<file path="src/rtl/vend_pkg.sv">
`default_nettype none
// ============================================================================
// vend_pkg : shared types and default constants for the vending change path
// Rev 1.0
// ============================================================================
package vend_pkg;

   localparam int C_FIFO_DEPTH     = 4;
   localparam int C_TIMEOUT_CYCLES = 16;
   localparam int C_GAP_CYCLES     = 2;
   localparam int C_INV_W          = 8;

   typedef enum logic [2:0] {
      ST_IDLE  = 3'd0,
      ST_KICK  = 3'd1,
      ST_WAIT  = 3'd2,
      ST_GAP   = 3'd3,
      ST_JAM   = 3'd4,
      ST_EMPTY = 3'd5
   } hopper_state_t;

endpackage
`default_nettype wire

</file>
<file path="src/rtl/payout_fifo.sv">
`default_nettype none
// ============================================================================
// payout_fifo : synchronous request queue of per-request coin counts
// Rev 1.0
// ============================================================================
module payout_fifo
   import vend_pkg::*;
#(
   parameter int DEPTH = C_FIFO_DEPTH,
   parameter int WIDTH = 4
) (
   input  logic             clock,
   input  logic             reset,
   input  logic             push,
   input  logic [WIDTH-1:0] push_data,
   input  logic             pop,
   output logic [WIDTH-1:0] head,
   output logic             full,
   output logic             empty
);

   localparam int AW = (DEPTH > 1) ? $clog2(DEPTH) : 1;
   localparam int CW = $clog2(DEPTH + 1);

   logic [WIDTH-1:0] r_mem [DEPTH];
   logic [AW-1:0]    r_wr_ptr;
   logic [AW-1:0]    r_rd_ptr;
   logic [CW-1:0]    r_count;
   logic             w_wr_en;
   logic             w_rd_en;

   // Pointers wrap explicitly so DEPTH need not be a power of two
   function automatic logic [AW-1:0] ptr_inc(input logic [AW-1:0] p);
      return (p == AW'(DEPTH - 1)) ? '0 : p + AW'(1);
   endfunction

   assign full    = (r_count == CW'(DEPTH));
   assign empty   = (r_count == '0);
   assign w_wr_en = push && !full;
   assign w_rd_en = pop && !empty;
   assign head    = r_mem[r_rd_ptr];

   always_ff @(posedge clock) begin
      if (w_wr_en) begin
         r_mem[r_wr_ptr] <= push_data;
      end
   end

   always_ff @(posedge clock or posedge reset) begin
      if (reset) begin
         r_wr_ptr <= '0;
         r_rd_ptr <= '0;
         r_count  <= '0;
      end else begin
         if (w_wr_en) r_wr_ptr <= ptr_inc(r_wr_ptr);
         if (w_rd_en) r_rd_ptr <= ptr_inc(r_rd_ptr);
         if (w_wr_en && !w_rd_en)      r_count <= r_count + CW'(1);
         else if (!w_wr_en && w_rd_en) r_count <= r_count - CW'(1);
      end
   end

endmodule
`default_nettype wire

</file>
<file path="src/rtl/change_hopper_ctrl.sv">
`default_nettype none
// ============================================================================
// change_hopper_ctrl : queues 100-yen payouts and drives the coin hopper
// Rev 1.0
// ============================================================================
module change_hopper_ctrl
   import vend_pkg::*;
#(
   parameter int FIFO_DEPTH     = C_FIFO_DEPTH,
   parameter int TIMEOUT_CYCLES = C_TIMEOUT_CYCLES,
   parameter int GAP_CYCLES     = C_GAP_CYCLES,
   parameter int INV_W          = C_INV_W
) (
   input  logic             clock,
   input  logic             reset,
   input  logic             payout_req,
   input  logic [3:0]       payout_count,
   input  logic             hopper_coin_sensed,
   input  logic             refill,
   input  logic [INV_W-1:0] refill_count,
   input  logic             clear_jam,
   output logic             hopper_kick,
   output logic             paying,
   output logic             jam,
   output logic             empty_alarm,
   output logic             req_overflow,
   output logic [INV_W-1:0] coins_owed,
   output logic [INV_W-1:0] coins_left
);

   localparam int TW = (TIMEOUT_CYCLES > 1) ? $clog2(TIMEOUT_CYCLES) : 1;
   localparam int GW = (GAP_CYCLES > 1) ? $clog2(GAP_CYCLES) : 1;
   localparam logic [INV_W-1:0] C_INV_MAX = '1;

   hopper_state_t    r_state, w_state_next;
   logic [3:0]       r_remaining, w_remaining_next;
   logic [TW-1:0]    r_timer, w_timer_next;
   logic [GW-1:0]    r_gap, w_gap_next;
   logic [INV_W-1:0] r_coins_left, r_coins_owed;
   logic [INV_W-1:0] w_left_next, w_owed_next;
   logic [INV_W:0]   w_left_acc, w_owed_acc;
   logic             r_hopper_kick, r_paying, r_jam, r_empty_alarm, r_req_overflow;
   logic             w_kick_next, w_pop, w_push, w_drop, w_sense_ok;
   logic [3:0]       w_fifo_head;
   logic             w_fifo_full, w_fifo_empty;

   assign w_push = payout_req && (payout_count != 4'd0) && !w_fifo_full;
   assign w_drop = payout_req && (payout_count != 4'd0) && w_fifo_full;

   payout_fifo #(
      .DEPTH (FIFO_DEPTH),
      .WIDTH (4)
   ) u_payout_fifo (
      .clock     (clock),
      .reset     (reset),
      .push      (w_push),
      .push_data (payout_count),
      .pop       (w_pop),
      .head      (w_fifo_head),
      .full      (w_fifo_full),
      .empty     (w_fifo_empty)
   );

   always_comb begin
      w_state_next     = r_state;
      w_remaining_next = r_remaining;
      w_timer_next     = r_timer;
      w_gap_next       = r_gap;
      w_kick_next      = 1'b0;
      w_pop            = 1'b0;
      w_sense_ok       = 1'b0;
      case (r_state)
         ST_IDLE: begin
            if (!w_fifo_empty) begin
               w_pop            = 1'b1;
               w_remaining_next = w_fifo_head;
               w_state_next     = ST_KICK;
            end
         end
         ST_KICK: begin
            if (r_coins_left != '0) begin
               w_kick_next  = 1'b1;
               w_timer_next = '0;
               w_state_next = ST_WAIT;
            end else begin
               w_state_next = ST_EMPTY;
            end
         end
         ST_WAIT: begin
            // A sense on the final timer cycle still counts as a good coin
            if (hopper_coin_sensed) begin
               w_sense_ok       = 1'b1;
               w_remaining_next = r_remaining - 4'd1;
               w_gap_next       = '0;
               w_state_next     = ST_GAP;
            end else if (r_timer == TW'(TIMEOUT_CYCLES - 1)) begin
               w_state_next = ST_JAM;
            end else begin
               w_timer_next = r_timer + TW'(1);
            end
         end
         ST_GAP: begin
            if (r_gap == GW'(GAP_CYCLES - 1)) begin
               w_state_next = (r_remaining != 4'd0) ? ST_KICK : ST_IDLE;
            end else begin
               w_gap_next = r_gap + GW'(1);
            end
         end
         ST_JAM: begin
            if (clear_jam) w_state_next = ST_KICK;
         end
         ST_EMPTY: begin
            if (refill) w_state_next = ST_KICK;
         end
         default: w_state_next = ST_IDLE;
      endcase
   end

   // Inventory and owed totals: add first, then take the sensed coin, then clamp
   always_comb begin
      w_left_acc = {1'b0, r_coins_left} + (refill ? {1'b0, refill_count} : '0);
      if (w_sense_ok && (w_left_acc != '0)) w_left_acc = w_left_acc - (INV_W+1)'(1);
      w_left_next = w_left_acc[INV_W] ? C_INV_MAX : w_left_acc[INV_W-1:0];

      w_owed_acc = {1'b0, r_coins_owed} + (w_push ? (INV_W+1)'(payout_count) : '0);
      if (w_sense_ok && (w_owed_acc != '0)) w_owed_acc = w_owed_acc - (INV_W+1)'(1);
      w_owed_next = w_owed_acc[INV_W] ? C_INV_MAX : w_owed_acc[INV_W-1:0];
   end

   always_ff @(posedge clock or posedge reset) begin
      if (reset) begin
         r_state        <= ST_IDLE;
         r_remaining    <= '0;
         r_timer        <= '0;
         r_gap          <= '0;
         r_coins_left   <= '0;
         r_coins_owed   <= '0;
         r_hopper_kick  <= 1'b0;
         r_paying       <= 1'b0;
         r_jam          <= 1'b0;
         r_empty_alarm  <= 1'b0;
         r_req_overflow <= 1'b0;
      end else begin
         r_state        <= w_state_next;
         r_remaining    <= w_remaining_next;
         r_timer        <= w_timer_next;
         r_gap          <= w_gap_next;
         r_coins_left   <= w_left_next;
         r_coins_owed   <= w_owed_next;
         r_hopper_kick  <= w_kick_next;
         r_paying       <= (w_state_next != ST_IDLE) || w_push || !w_fifo_empty;
         r_jam          <= (w_state_next == ST_JAM);
         r_empty_alarm  <= (w_state_next == ST_EMPTY);
         r_req_overflow <= w_drop;
      end
   end

   assign hopper_kick  = r_hopper_kick;
   assign paying       = r_paying;
   assign jam          = r_jam;
   assign empty_alarm  = r_empty_alarm;
   assign req_overflow = r_req_overflow;
   assign coins_owed   = r_coins_owed;
   assign coins_left   = r_coins_left;

endmodule
`default_nettype wire

</file>
<file path="config.mk">
export PLATFORM = sky130hd
export DESIGN_NAME = change_hopper_ctrl
export DESIGN_NICKNAME = d
export VERILOG_FILES = /design/src/rtl/vend_pkg.sv /design/src/rtl/payout_fifo.sv /design/src/rtl/change_hopper_ctrl.sv
export SDC_FILE = /design/constraint.sdc
export NUM_CORES = 1
export LEC_CHECK = 0
export ABC_AREA = 1
export CAP_MARGIN = 15
export CELL_PAD_IN_SITES_DETAIL_PLACEMENT = 1
export CELL_PAD_IN_SITES_GLOBAL_PLACEMENT = 1
export CORE_ASPECT_RATIO = 0.8
export CORE_MARGIN = 2
export CORE_UTILIZATION = 44
export CTS_BUF_LIST = sky130_fd_sc_hd__clkbuf_4 sky130_fd_sc_hd__clkbuf_8
export CTS_CLUSTER_SIZE = 14
export DETAILED_ROUTE_END_ITERATION = 10
export GPL_TIMING_DRIVEN = 0
export PLACE_DENSITY = 0.88
export SETUP_SLACK_MARGIN = 0.05
export SYNTH_ARGS = -nofsm -noshare
export SYNTH_HDL_FRONTEND = slang
export SYNTH_HIERARCHICAL = 1
export SYNTH_SLANG_ARGS = --single-unit
</file>
<file path="constraint.sdc">
create_clock -name clock -period 3.4 [get_ports clock]
set_clock_uncertainty 0.15 [all_clocks]
set_input_delay 0.68 -clock clock [delete_from_list [all_inputs] [get_ports clock]]
set_output_delay 0.68 -clock clock [all_outputs]
set_load 0.005 [all_outputs]
</file>
[Yosys cells after proc, flatten, opt, wreduce, memory -nomap -nowiden]
Memory sizes are Yosys's and may differ from the RTL's.
Cells that the tools add are included.
W data, S select, Z words.
Word-level totals
  memories: 1
  output and inout bits: 21
  bits in writable memories: 16
  bits of input ports: 18
  flip-flop bits (word level): 40
  logic and storage cells: 109
Memories
  u_payout_fifo.r_mem: depth 4, width 4, read ports 1, clocked after Yosys merged registers in 0, write ports 1, line payout_fifo.sv:25  | logic [WIDTH-1:0] r_mem [DEPTH];
Operators by class
  reduce and logical (&&, ||, !) cells: 30
  add/sub/neg operators: 11
  mux-type cells: 37
  equal/unequal tests: 16
Operator list (number)
  $mux W3: 9
  $mux W4: 6
  $mux W8: 3
  $mux W9: 2
  $pmux W3 S6: 1
  $reduce_bool A9 Y1: 2
  $sub A9 B1 Y9 const B: 2
  $pmux W4 S2: 2
  $eq A3 B3 Y1 const B: 5
  $mux W1: 11
  $ne A2 B2 Y1 const B: 5
  $add A8 B4 Y9: 1
  $add A8 B8 Y9: 1
  $logic_and A1 B1 Y1: 9
  $reduce_bool A2 Y1: 4
  $reduce_bool A4 Y1: 2
  $reduce_bool A8 Y1: 1
  $eq A3 B2 Y1 const B: 2
  $logic_not A3 Y1: 2
  $add A2 B1 Y2 const B: 2
  $add A4 B1 Y4 const B: 1
  $eq A2 B2 Y1 const B: 2
  $eq A4 B4 Y1 const B: 1
  $logic_not A1 Y1: 4
  12 further kinds: 14

[Logic depth before layout (Yosys ltp)]
Gate-level depths: netlist of run 1.
  depth in word-level cells: 9
  gate-level depth with buffers: 22
  mapped depth without buffers: 22

[Cells and area by module]
Netlist of run 1, hierarchy kept.
By module, submodules not included
  change_hopper_ctrl: seq. area each 825.8 sq um, area each 2731.4 sq um, times used 1, cells an instance 391
  payout_fifo: seq. area each 655.6 sq um, area each 1112.3 sq um, times used 1, cells an instance 108

[Least setup slack after synthesis of run 1]
No wires, ideal clock.
  path type: input -> register
  from: input port payout_count[0]
  to: register r_coins_owed[0], in the netlist coins_owed[0]
  path buffers: 0
  required time: 3127 ps
  library setup time: 123 ps
  cell stages on the path: 14
  arrival time: 2837 ps
  path slack: 290 ps
  cells stage by stage: o41ai_1 nor2_1 nand2_1 inv_1 ha_1 inv_1 fa_1 ha_1 nand3_1 nor2_2 nand3_1 nand2_1 a21oi_4 nand2_1
On the way
  longest elaborated chain between the ends: 9
  elaborated cells on any way between the ends: 10
  those cells by class: add/sub: 2; mux: 3; reduce/logical: 5
Ends and longest elaborated chain
  start: declaration: line change_hopper_ctrl.sv:17  | input logic [3:0] payout_count,
  $reduce_bool A4 Y1 *: line change_hopper_ctrl.sv:47  | assign w_push = payout_req && (payout_count != 4'd0) && !w_fifo_full;
  $logic_and A1 B1 Y1 * (2 in a row): line change_hopper_ctrl.sv:47
  net w_push: line change_hopper_ctrl.sv:43  | logic w_kick_next, w_pop, w_push, w_drop, w_sense_ok;
  $mux W4 *: line change_hopper_ctrl.sv:125  | w_owed_acc = {1'b0, r_coins_owed} + (w_push ? (INV_W+1)'(payout_count) : '0);
  $add A8 B4 Y9 *: line change_hopper_ctrl.sv:125
  parallel branches: the longest is 2 deep, another holds $sub A9 B1 Y9
  $mux W9 *: line change_hopper_ctrl.sv:126  | if (w_sense_ok && (w_owed_acc != '0)) w_owed_acc = w_owed_acc - (INV_W+1)'(1);
  $mux W8 *: line change_hopper_ctrl.sv:127  | w_owed_next = w_owed_acc[INV_W] ? C_INV_MAX : w_owed_acc[INV_W-1:0];
  net w_owed_next[0]: line change_hopper_ctrl.sv:40  | logic [INV_W-1:0] w_left_next, w_owed_next;
  end signal: assignment: line change_hopper_ctrl.sv:149  | r_coins_owed <= w_owed_next;
  end: declaration: line change_hopper_ctrl.sv:39  | logic [INV_W-1:0] r_coins_left, r_coins_owed;
Mark *: on every way through the listed nets, which the timed path passes.
A chain may end at the register's enable or synchronous reset.

[Worst setup path in the final report of run 1]
  from: input port payout_count[2]
  to: register r_coins_owed[7], in the netlist coins_owed[7]
The elaborated chain is that of the path after synthesis.

==> results by group, run 1 <==
Routing
  • Iteration-0 DRC Markers: 161
  • DR WL/cell: 17.2 µm
  • Via-to-Cell Ratio: 5.40
  • DR DRC count: 0
  • Drt pass-1 iters: 4
  • Routed WL: 11600 µm
  • ANT nets after route: 0
  • Via count: 3618

Finish
  • Register Area: 1480 µm²
  • Fin nets: 601
  • Ant. Diodes: 0
  • Leading cell type in the layout, fill and taps excluded: nand2_1
  • Core Util, Final: 54.6%
  • Layout cell share with drive strength beyond 1: 13.3%
  • Multi-input gate area: 2040 µm²
  • Fillers: 1110
  • Most frequent cells in the layout: 131 x nand2_1, 86 x inv_1, 49 x nand3_1
  • Area grow syn2layout: 20.6%
  • Final instance area: 4630 µm²

Place
  • IO buf count: 37
  • Placed instance area: 4380 µm²
  • DP Wirelength: 8430 µm
  • RePlAce Congestion: 0.850
  • Dpl ws: -0.954 ns

Setup path
  • Kind of critical path: in -> reg
  • Crit path cell chain: buf_2 > o41ai_4 > nor2_4 > nand2_1 > inv_1 > ha_1 > inv_1 > fa_2 > inv_1 > nand3_1 > nand2_2 > buf_4 > nand3_1 > nand2_4 > nor2_4 > nand3_4 > nand2_4 > inv_4 > a21oi_4 > nand2_1
  • Worst setup SP type: input port
  • Worst path required time: 3.46 ns
  • R2r worst-path depth: 21
  • Crit end category: flip-flop
  • Crit-path max FO: 6
  • Most frequent CP cell: inv_1
  • Largest stage delay, worst path: 0.47 ns
  • CP arrival: 3.32 ns
  • Worst path slowest cell: o41ai_4

Hold path
  • Min-delay worst type: reg -> reg
  • Hold Path Depth: 1

Floorplanning
  • Row cnt: 30
  • Io pins: 39
  • Initial Utilization: 45.3%
  • Die span in y: 87.6 µm
  • Core area: 8480 µm²
  • Die Footprint: 9500 µm²
  • Chip Width: 108 µm

Global routing
  • Total grt overflow: 0
  • Number of global-route vias before repair: 3830
  • First-pass GRT wire length: 18300 µm
  • Antenna violations before repair: 0
  • Tot GR Track Use: 25.1%
  • Largest net degree at the start of global routing: 21

STA
  • Tcrit/Tclk final: 95.9%
  • Setup WS post-layout: 0.141 ns
  • Max_slew headroom: 43.9%
  • Fmax: 307 MHz
  • Fin crit period: 3.26 ns
  • Fin. Hold Viols: 0
  • Setup Viol. Count Final: 0
  • Final Max Slew Viols: 0
  • Post-Route Setup TNS: 0 ns
  • RSZ-0062 raised after global routing: yes
  • Worst Hold Slack: 0.396 ns
  • Measured slew at the worst slew-check pin: 0.833 ns

Power
  • Max rail drop VDD: 0.000298 V
  • LEAKAGE: 2.32 nW
  • Power per standard cell area: 901 nW/µm²

CTS
  • H-tree depth: 2
  • Clk buf depth: 2
  • Root Buffer: clkbuf_8
  • CTS Hold Bufs: 0
  • Total CTS buffers: 5
  • Clock latency on the worst-skew pair: 0.32 ns
  • Clk sinks: 56
  • CTS tree: done
  • Clock slew at reported path FFs: 0.10 ns

Logic synthesis
  • Async SR Flop Fraction: 71.4%
  • Sequential area share after synthesis: 38.5%
  • Synth warn: 6
  • Share of the synthesized area in the top cell type: 26.0%
  • Yosys reg bits: 56
  • Area leader, netlist: dfrtp_1
  • Synth unique cells: 40
  • Synthesized area per cell: 7.70 µm²
  • Top cells by area, synth: dfrtp_1 26%, nand2_1 13%, edfxtp_1 13%
  • Syn nets: 543
  • Cell count after synthesis: 499
  • Ys flop type: dfrtp_1
  • Number of enable flip-flop cells after synthesis: 16
  • Mapped Area: 3840 µm²

Status
  • Status: finished, final reports clean

Run
  • MaxCap Viol Count: 0
[timing repair]
| action | 4_1_cts | 5_1_grt |
|---|---|---|
| buffers inserted | 9 | 4 |
| gates resized for setup | 23 | 12 |
| setup endpoints to repair | 8 | 16 |
| pin swaps | 8 | 7 |
| gates cloned | 0 | 0 |
[cells in the mapped netlist (all sizes together), types with 3 or more instances]
master,n
a21oi,9
nand4,9
o21ai,11
dfrtp,40
ha,23
xnor2,5
o211ai,12
inv,92
buf,4
nor2,45
edfxtp,16
nand3b,3
xor2,5
nand3,55
a31oi,3
fa,3
nor3,12
nand2,144
[worst max-delay path, delay by kind of cell]
kind,cells,cell delay (ns)
compound gates,2,0.66
fa+ha+maj,2,0.41
buf+inv,6,0.56
simple gates,10,0.99
[state kept, by name, summed over array words and instances, names as in the netlist]
register	cells
u_payout_fifo/r_wr_ptr	2
paying	1
u_payout_fifo/r_mem	16
u_payout_fifo/r_count	3
coins_left	8
r_state	3
u_payout_fifo/r_rd_ptr	2
r_timer	4
empty_alarm	1
r_remaining	4
hopper_kick	1
r_gap	1
coins_owed	8
req_overflow	1
jam	1
[cells by family (layout without fill, tap and decap cells)]
group / after synthesis / count (layout) / share of synthesized area (%)
simple gates: 270 / 270 / 32.7
compound gates: 40 / 40 / 7.06
xor+xnor: 10 / 10 / 2.28
flops: 56 / 56 / 38.5
buf+inv: 97 / 156 / 10.3
fa+ha+maj: 26 / 26 / 9.05
[final cells by class]
type / count / area share (%)
plain buffers: 5 / 0.999
clock buffers: 5 / 1.48
clock inverters: 3 / 0.486
inverters: 92 / 7.56
multi-input cells: 346 / 44.1
flip-flops and latches: 56 / 32.0
well taps: 112 / 3.02
repair buffers: 51 / 10.4
[power by group]
part           internal, W  leakage [nW]  switching, W
Sequential        0.000936         0.630      0.000208
Combinational      0.00102          1.64       0.00162
Clock             0.000149        0.0485      0.000241
[layer usage]
metal / track usage (%) / vias up / share of wire [%]
met5: 0 / - / 0
met4: 7.58 / 0 / 1.9
met3: 4.76 / 15 / 3.7
met2: 47.4 / 80 / 53
met1: 28.7 / 1805 / 42
li1: - / 1718 / -
[through the flow]
step	total power (W)	std cells
6_report	0.00418	670
5_1_grt	0.00454	670
4_1_cts	0.00407	666
3_5_place_dp	0.00359	649
3_3_place_gp	0.00339	648
2_1_floorplan	0.00281	499
[worst paths after layout]
check,from,endpoint,slack (ns)
setup / recovery,payout_count[2],coins_owed[7],0.14
hold / removal,r_timer[0],r_timer[0],0.40
setup reg to reg,u_payout_fifo/r_count[1],coins_owed[7],0.27
hold reg to reg,r_timer[0],r_timer[0],0.40
max in group asynchronous,reset,coins_owed[6],1.96
min in group asynchronous,reset,u_payout_fifo/r_count[2],0.46
(Power assumes the default switching activity.)
==> inputs of run 2 (changes only) <==
Settings changed: SLEW_MARGIN from default to 0, TNS_END_PERCENT from default to 10.
==> run 2 against run 1 <==
Effect of this change: critical path type unchanged; non-clock buffer count is the same; setup slack got worse by 0.016 ns; die area stayed put; clock power hardly changed; final area fell by 0.11%; via count up 0.44%; total power decreased by 0.19%; utilization fell by 0.059 points; first-iteration DRC count grew 8.1%; sequential share of layout area is essentially flat; worst hold slack about the same; register-to-register slack worse by 0.07 ns.
==> results by group, run 2 (synthesis gave the netlist of run 1 again) <==
Setup path
  • Crit-path max FO: 4 (was 6)
  • Worst r2r dst: coins_owed[7] (unchanged)
  • Worst path slowest cell: fa_2 (was o41ai_4)
  • Largest stage delay, worst path: 0.42 ns (was 0.47 ns)
  • Worst setup SP type: input port (unchanged)
  • Worst path required time: 3.46 ns (about the same)
  • Kind of critical path: in -> reg (unchanged)
  • Most frequent CP cell: nand2_1 (was inv_1)
  • Reg2Reg Setup Slack: 0.20 ns (was 0.27 ns)
  • R2r startpoint: u_payout_fifo/r_count[1] (unchanged)
  • Crit path cell chain: dlygate4sd2_1 > o41ai_4 > nor2_4 > nand2_1 > inv_1 > ha_1 > inv_1 > fa_2 > inv_1 > nand3_1 > nand2_2 > nand2_1 > nand2_2 > nand3_1 > nor2_2 > nand2_1 > nand2_1 > nand2_1 > a21oi_4 > nand2_1 (was buf_2 > o41ai_4 > nor2_4 > nand2_1 > inv_1 > ha_1 > inv_1 > fa_2 > inv_1 > nand3_1 > nand2_2 > buf_4 > nand3_1 > nand2_4 > nor2_4 > nand3_4 > nand2_4 > inv_4 > a21oi_4 > nand2_1)
  • R2r worst-path depth: 21 (unchanged)
  • CP arrival: 3.33 ns (was 3.32 ns)
  • Crit end category: flip-flop (unchanged)

CTS
  • CTS tree: done (unchanged)
  • Clk sinks: 56 (unchanged)
  • Clk buf depth: 2 (unchanged)
  • Total CTS buffers: 5 (unchanged)
  • Clock slew at reported path FFs: 0.10 ns (about the same)
  • Clock latency on the worst-skew pair: 0.32 ns (about the same)
  • Root Buffer: clkbuf_8 (unchanged)
  • CTS Hold Bufs: 0 (unchanged)
  • H-tree depth: 2 (unchanged)

Routing
  • DR DRC count: 0 (unchanged)
  • ANT nets after route: 0 (unchanged)
  • DR WL/cell: 17.2 µm (about the same)
  • Iteration-0 DRC Markers: 174 (was 161)
  • Via-to-Cell Ratio: 5.42 (was 5.40)
  • Routed WL: 11500 µm (was 11600 µm)
  • Via count: 3634 (was 3618)
  • Drt pass-1 iters: 4 (unchanged)

Status
  • Status: finished, final reports clean (unchanged)

Global routing
  • First-pass GRT wire length: 18300 µm (unchanged)
  • Number of global-route vias before repair: 3830 (unchanged)
  • Total grt overflow: 0 (unchanged)
  • Tot GR Track Use: 25.1% (unchanged)
  • Antenna violations before repair: 0 (unchanged)
  • Largest net degree at the start of global routing: 21 (unchanged)

Power
  • LEAKAGE: 2.32 nW (about the same)
  • Max rail drop VDD: 0.000298 V (about the same)
  • Power per standard cell area: 900 nW/µm² (was 901 nW/µm²)
  • Power, Total: 0.00417 W (was 0.00418 W)

STA
  • Post-Route Setup TNS: 0 ns (unchanged)
  • RSZ-0062 raised after global routing: yes (unchanged)
  • Final Max Slew Viols: 0 (unchanged)
  • Setup WS post-layout: 0.125 ns (was 0.141 ns)
  • Max_slew headroom: 43.1% (was 43.9%)
  • Fin. Hold Viols: 0 (unchanged)
  • Fmax: 305 MHz (was 307 MHz)
  • Tcrit/Tclk final: 96.3% (was 95.9%)
  • Setup Viol. Count Final: 0 (unchanged)
  • Measured slew at the worst slew-check pin: 0.845 ns (was 0.833 ns)
  • Fin crit period: 3.27 ns (was 3.26 ns)

Place
  • RePlAce Congestion: 0.850 (unchanged)
  • Dpl ws: -0.954 ns (unchanged)
  • IO buf count: 37 (unchanged)
  • DP Wirelength: 8430 µm (unchanged)
  • Inst Count DP: 649 (unchanged)

Hold path
  • Min-delay worst type: reg -> reg (unchanged)
  • Hold_sp: r_timer[0] (unchanged)
  • Min-Delay Endpoint: r_timer[0] (unchanged)
  • Hold Path Depth: 1 (unchanged)

Floorplanning
  • Chip Width: 108 µm (unchanged)
  • Die span in y: 87.6 µm (unchanged)
  • Io pins: 39 (unchanged)
  • Core area: 8480 µm² (unchanged)
  • Row cnt: 30 (unchanged)
  • Die Footprint: 9500 µm² (unchanged)
  • Initial Utilization: 45.3% (unchanged)

Finish
  • Fillers: 1108 (was 1110)
  • Layout cell share with drive strength beyond 1: 13.3% (unchanged)
  • Ant. Diodes: 0 (unchanged)
  • Most frequent cells in the layout: 131 x nand2_1, 86 x inv_1, 49 x nand3_1 (unchanged)
  • Max reg flops: 16 (unchanged)
  • Register Area: 1480 µm² (unchanged)
  • Multi-input gate area: 2040 µm² (about the same)
  • Area grow syn2layout: 20.4% (was 20.6%)
  • Fin nets: 601 (unchanged)
  • Cell Count, Final, Fillers Out: 670 (unchanged)
  • Leading cell type in the layout, fill and taps excluded: nand2_1 (unchanged)
  • Core Util, Final: 54.6% (about the same)
  • Most flop-heavy register: u_payout_fifo/r_mem (unchanged)

Run
  • MaxCap Viol Count: 0 (unchanged)
==> run 2: worst max path at each step <==
stage,start,end,slack (ns)
final,payout_req,coins_owed[7],0.13
after global routing,payout_count[2],coins_owed[7],-0.02
after CTS,payout_count[0],coins_owed[6],0.06
after detailed placement,payout_count[0],coins_owed[6],-0.95
after global placement,payout_count[0],coins_owed[1],-0.78
after floorplan,payout_count[0],coins_owed[0],0.29
==> run 2: metrics by stage <==
step / cell area, µm² / hold slack (ns)
5_1_grt: 4630 / 0.409
3_3_place_gp: 4350 / 0.331
6_report: 4630 / 0.395
2_1_floorplan: 3840 / 0.313
3_5_place_dp: 4380 / 0.344
4_1_cts: 4580 / 0.370
==> run 2: layout make-up <==
| class | instances | area share [%] |
|---|---|---|
| multi-input combinational | 346 | 44.1 |
| clock inverter | 3 | 0.486 |
| tap | 112 | 3.03 |
| buffer | 5 | 1.00 |
| inverter | 92 | 7.57 |
| sequential | 56 | 32.0 |
| timing repair buffer | 51 | 10.4 |
| clock buffer | 5 | 1.49 |
==> run 2: per-layer routing <==
| metal | part of all wire (%) | track usage, % | vias to the layer above |
|---|---|---|---|
| met5 | 0 | 0 | - |
| li1 | - | - | 1718 |
| met1 | 42 | 28.7 | 1813 |
| met3 | 3.7 | 4.76 | 17 |
| met4 | 1.9 | 7.58 | 0 |
| met2 | 53 | 47.4 | 86 |
==> run 2: critical path, delay by kind of cell <==
| kind | cells | cell delay, ns |
|---|---|---|
| AOI/OAI and AO/OA | 2 | 0.34 |
| buffers and inverters | 4 | 0.49 |
| and+or+nand+nor | 12 | 1.25 |
| adders and majority gates | 2 | 0.57 |
==> run 2: repair_timing <==
item,CTS,global route
pin swaps,8,5
gates resized for setup,23,11
setup buffers,9,4
endpoints found under the setup margin,8,16
endpoints found under the hold margin,0,0
==> run 2: power by group <==
group          total [W]  switching, W  internal (W)  leakage (nW)
combinational    0.00264       0.00162       0.00102          1.64
clock           0.000388      0.000240      0.000149        0.0485
sequential       0.00115      0.000209      0.000936         0.630
